<file path="config.mk">
export PLATFORM = sky130hd
export DESIGN_NAME = mem_arbiter
export DESIGN_NICKNAME = d
export VERILOG_FILES = /design/src/rtl/mem_arbiter.sv
export SDC_FILE = /design/constraint.sdc
export NUM_CORES = 1
export LEC_CHECK = 0
export ABC_AREA = 1
export CORE_MARGIN = 4
export CORE_UTILIZATION = 46
export DETAILED_ROUTE_END_ITERATION = 12
export PLACE_DENSITY_LB_ADDON = 0.3
export SYNTH_ARGS = -nofsm -noshare
export SYNTH_HDL_FRONTEND = slang
export SYNTH_SLANG_ARGS = --single-unit
</file>
<file path="constraint.sdc">
create_clock -name clk -period 3.4 [get_ports clk]
set_input_delay 0.34 -clock clk [delete_from_list [all_inputs] [get_ports clk]]
set_output_delay 0.34 -clock clk [all_outputs]
set_load 0.02 [all_outputs]
</file>
<file path="src/rtl/mem_arbiter.sv">
// mem_arbiter: round-robin I/D arbiter sequencing accesses onto one cache port with a completion watchdog
module mem_arbiter #(
  parameter int TIMEOUT = 64,
  parameter int CNT_W = 7
) (
  input  logic        clk,
  input  logic        rst,
  input  logic        i_re,
  input  logic [31:0] i_addr,
  output logic [31:0] i_rdata,
  output logic        i_done,
  input  logic        d_re,
  input  logic        d_we,
  input  logic [31:0] d_addr,
  input  logic [31:0] d_din,
  output logic [31:0] d_rdata,
  output logic        d_done,
  output logic [31:0] mem_addr,
  output logic        mem_re,
  output logic        mem_we,
  output logic [31:0] mem_din,
  input  logic [31:0] mem_dout,
  input  logic        mem_complete,
  output logic        busy,
  output logic        timeout_err
);
  typedef enum logic [1:0] {IDLE, BUSY, RESP} state_t;
  state_t state;
  logic last, gnt;
  logic [CNT_W-1:0] cnt;
  logic d_req, pick_d, cmpl, tmo;
  logic [31:0] rd_val;
  assign d_req = d_re | d_we;
  assign pick_d = d_req & (~i_re | ~last);
  assign cmpl = mem_complete & (cnt != '0);
  assign tmo = cnt == CNT_W'(TIMEOUT - 1);
  assign rd_val = cmpl ? mem_dout : 32'hDEAD_BEEF;
  assign busy = state != IDLE;
  always_ff @(posedge clk or negedge rst) begin
    if (!rst) begin
      state <= IDLE;
      last <= 1'b0;
      gnt <= 1'b0;
      cnt <= '0;
      mem_addr <= '0;
      mem_din <= '0;
      mem_re <= 1'b0;
      mem_we <= 1'b0;
      i_rdata <= '0;
      d_rdata <= '0;
      i_done <= 1'b0;
      d_done <= 1'b0;
      timeout_err <= 1'b0;
    end else begin
      i_done <= 1'b0;
      d_done <= 1'b0;
      case (state)
        IDLE: if (i_re | d_req) begin
          gnt <= pick_d;
          last <= pick_d;
          cnt <= '0;
          mem_addr <= pick_d ? d_addr : i_addr;
          mem_din <= pick_d ? d_din : '0;
          mem_re <= pick_d ? (d_re & ~d_we) : 1'b1;
          mem_we <= pick_d & d_we;
          state <= BUSY;
        end
        BUSY: begin
          cnt <= cnt + 1'b1;
          if (cmpl | tmo) begin
            mem_re <= 1'b0;
            mem_we <= 1'b0;
            d_done <= gnt;
            i_done <= ~gnt;
            if (mem_re & gnt) d_rdata <= rd_val;
            if (mem_re & ~gnt) i_rdata <= rd_val;
            if (!cmpl) timeout_err <= 1'b1;
            state <= RESP;
          end
        end
        default: state <= IDLE;
      endcase
    end
  end
endmodule
</file>
; After elaboration in Yosys (flattened, before gate mapping)
; Cells that the tools add are included.
; W data, S select, Z words.
[word_totals]
reg_bits = 143
inputBits = 134
output_inout_bits = 134
word_cells = 60
[classes]
n_addsub = 1
eq_ne = 4
muxes = 18
bitwise_logic = 14
n_reduce_logical = 11
[ops]
columns = op, count
row1 = $mux W32, 3
row2 = $pmux W7 S2, 1
row3 = $reduce_and A3 Y1, 4
row4 = $mux W1, 8
row5 = $add A7 B1 Y7 const B, 1
row6 = $eq A7 B6 Y1 const B, 1
row7 = $mux W7, 1
row8 = $reduce_bool A7 Y1, 1
row9 = $and A1 B1 Y1, 6
row10 = $reduce_and A2 Y1, 3
row11 = $mux W2, 2
row12 = $ne A2 B2 Y1 const B, 2
row13 = $not A1 Y1, 4
row14 = $or A1 B1 Y1, 4
row15 = $pmux W1 S2, 2
row16 = $pmux W2 S2, 1
row17 = $reduce_bool A2 Y1, 2
row18 = $eq A2 B1 Y1 const B, 1
row19 = $logic_not A2 Y1, 1

; Longest topological paths before layout
[depth]
word_depth = 6
mapped_depth = 11
depth_no_buf = 10

; Least setup slack after synthesis
; Ideal clock, no wire load.
[synth_timing]
path_kind = register to register
start = reg cnt[0]
end = reg d_rdata[4]
setup_ns = 0.119
t_arrival_ns = 1.415
required_time_ns = 3.281
path_slack_ns = 1.867
stages_incl_launch_ff = 12
period_less_slack_ns = 1.533
cell_sequence = dfrtp_1 -> inv_1 -> ha_1 -> inv_1 -> nor2_1 -> nand3_2 -> nand2_1 -> nand2_4 -> buf_6 -> buf_6 -> nand4_1 -> nand2_1
[synth_between]
elab_chain_len = 4
elab_cells_between_ends = 6
[synth_lines]
columns = element, line
row1 = "start, declared", 30  ; logic [CNT_W-1:0] cnt;
row2 = "start signal, assigned", 69  ; cnt <= cnt + 1'b1;
row3 = $reduce_bool A7 Y1, 35  ; assign cmpl = mem_complete & (cnt != '0);
row4 = $and A1 B1 Y1, 35
row5 = $or A1 B1 Y1, 70  ; if (cmpl | tmo) begin
row6 = $reduce_and A3 Y1 (no source line), n/a
row7 = "end signal, assigned", 75  ; if (mem_re & gnt) d_rdata <= rd_val;
row8 = "end, declared", 16  ; output logic [31:0] d_rdata,
; Parallel ways exist; a longest one is shown, timed or not.
; A chain may end at the register's enable or synchronous reset.

; Worst setup path after layout
[layout_timing]
start = reg cnt[0]
end = reg d_rdata[15]
; The elaborated chain is that of the path after synthesis.

==> summary.txt <==
Floorplan
  – Core Region: 0.0134 mm2
  – Num ports: approximately 270
  – Die H: 126 um
  – Row count: 42
  – Die Wd: 126 um
  – Initial Util: between 40% and 50%
  – Die ar.: between 0.015 and 0.02 mm2

Setup path
  – Critical path's slowest cell: nand3_2
  – Critical path type: reg2reg
  – Worst path max stage delay: ~560 ps
  – Crit-path most repeated cell: nand2_1
  – CP startpoint kind: flip-flop
  – Worst path buffer plus inverter count: 2
  – Worst-path fanout max: 32
  – Worst Setup End Kind: flip-flop
  – Critical path, cell by cell: inv_1 > ha_1 > inv_1 > nor2_1 > nand3_2 > nand2_1 > nand2_4 > nand3_2 > nand2_1 > nand2_1
  – Crit path max-delay family: simple AND/OR/NAND/NOR gates
  – WP data arrival: 3090 ps
  – Critical Path RT: between 3000 and 4000 ps

Clock tree
  – Skew-Pair Late Insertion Delay: around 420 ps
  – Postcts setup bufs: 0
  – Hold_buf cts: 1
  – Root Buffer: clkbuf_16
  – Deepest clock path buffer count: 2
  – Clock buffer count from CTS: 17
  – TritonCTS clock tree: done
  – Clk sinks: roughly 140
  – Clock-pin slew on the worst setup and hold paths: about 60 ps
  – Post-CTS sizing: 0
  – H-tree depth: 4

Power
  – LEAKAGE: between 4 and 5 nW
  – P per Cell Area: 991 mW/mm2
  – Maximum vdd ir drop: about 0.5 mV

Min path
  – Worst hold path type: in2async

Drt
  – Post-DR wirelength/cell: between 15 and 20 um
  – DRT antenna net count: 0
  – Router iterations before antenna repair: 5
  – Via density: 5.16
  – DRC: 0
  – Vias: between 6000 and 7000
  – Initial DRC count: 549
  – WL final: between 15000 and 20000 um

Global routing
  – Total track usage: roughly a quarter
  – Initial antenna violation count: 0
  – GR Util met2: 42.5%
  – Vias in the first global route: roughly 6200
  – Pin count of the biggest net entering global routing: 73
  – GR Util met1: 28.6%
  – GRT Residual Overflow: 0
  – Grt peak-use layer: met2
  – Met3 GRT Util: 9.53%
  – Global-route wire length before repair: 31300 um

Layout
  – Finished Cell Area: just under 0.01 mm2
  – FF+latch area: approximately 0.0036 mm2
  – Fillcell total: 1016
  – Multi-input gate area: ~0.0024 mm2
  – Ant. Diodes: 0
  – Nets: roughly 1100
  – Area growth syn-to-layout: 52.3%
  – Layout cells sized above 1: about 6%

Status
  – Run status: finished, final reports clean

Placed design
  – IO buf count: between 200 and 300
  – Cell area after placement: 0.00912 mm2
  – GPL Wtd Cong: just over 0.8
  – DP HPWL: around 14000 um

Timing
  – Final Hold Viols: 0
  – Worst Skew: roughly 5.4 ps
  – Max Freq: 358 MHz
  – Tcrit/Tclk final: 82.2%
  – Pins Over Slew Limit: 0
  – Slew headroom: roughly half
  – Final setup TNS: 0 ps
  – Worst slew pin tran: ~730 ps
  – Setup violations, final: 0
  – Crit path time final: ~2800 ps
  – WHS: 467 ps
  – RSZ-0062 raised after global routing: no

Synth
  – Post-synthesis sequential element count: between 100 and 150
  – Synth cell types: 26
  – Synth Cell Area: around 0.0064 mm2
  – Sequential element share of the synthesized area: between 50% and 60%
  – Yosys Warn Count: 0
  – Cell count after synthesis: about 760
  – Syn Area/Cell: about 8.4 um2
  – Net count after synthesis: 894

Run
  – Max-cap violations: 0
state kept, by name (all words and copies together) (netlist names), 2 cells and up:
name	cells
d_rdata	32
i_rdata	32
mem_addr	32
mem_din	32
cnt	7
state	2
report_power, final:
group	internal [W]	switching [W]
registers	0.00247	0.000452
clock network	0.00113	0.000752
logic	0.00197	0.00288
total	0.00557	0.00408
final timing paths:
kind	from	endpoint	depth (start not counted)	slack, ps
hold reg to reg	timeout_err	timeout_err	1	470
hold / removal	rst	i_rdata[30]	2	470
setup reg to reg	cnt[0]	d_rdata[15]	10	610
setup / recovery	cnt[0]	d_rdata[15]	10	610
max in group asynchronous	rst	mem_addr[27]	3	2150
min in group clk	timeout_err	timeout_err	1	470
kinds of logic after synthesis:
logic type               after synthesis  synth area share, %
AO/OA/AOI/OAI                         77                 6.19
adder cells (fa/ha/maj)                2                0.391
flip-flops                           143                 56.0
XOR/XNOR                               1                0.137
buffers and inverters                103                 7.40
AND/OR/NAND/NOR                      432                 29.9
cells in the final DEF, fill, tap and decap left out, types with 17 or more instances in the layout:
master	n
clkbuf_16	17
clkdlybuf4s50_1	266
dfrtp_1	143
inv_1	43
nand2_1	242
nand3_1	62
nand4_1	64
nor2_1	50
o21ai_0	36
o21ai_1	38
metrics by stage:
stage	instances	setup slack, ps	util (%)	power [W]
global placement	1155	783	68.1	0.00768
finish	1188	606	72.7	0.00965
CTS	1188	635	72.7	0.00972
detailed placement	1155	656	68.1	0.00778
floorplan	758	1870	-	0.00562
global route	1188	302	72.7	0.0103
cell usage after synthesis (all sizes together):
master / instances / area [um2]
nand2: 245 / 932
dfrtp: 143 / 3580
o21ai: 74 / 370
nand3: 66 / 350
nand4: 64 / 400
nor2: 53 / 204
inv: 46 / 173
buf: 34 / 214
clkbuf: 23 / 86.3
ha: 2 / 25.0
or2: 2 / 12.5
a21oi: 1 / 5.00
a31o: 1 / 8.76
nor3: 1 / 5.00
nor3b: 1 / 7.51
o21bai: 1 / 11.3
xnor2: 1 / 8.76
per-layer routing:
layer  wire, um  part of all wire [%]  vias to the layer above
met1       7520                    38                     2895
li1           -                     -                     2959
met2      10000                    51                      267
met5          0                     0                        -
met3       1970                    10                       15
met4        204                   1.0                        0
area by class of cell:
class	count	area share (%)
flip-flops and latches	143	36.7
clock inverters	13	1.58
multi-input cells	512	24.2
repair buffers	279	28.8
well taps	176	2.26
inverters	46	1.77
clock buffers	19	4.65
(Power assumes the default switching activity.)
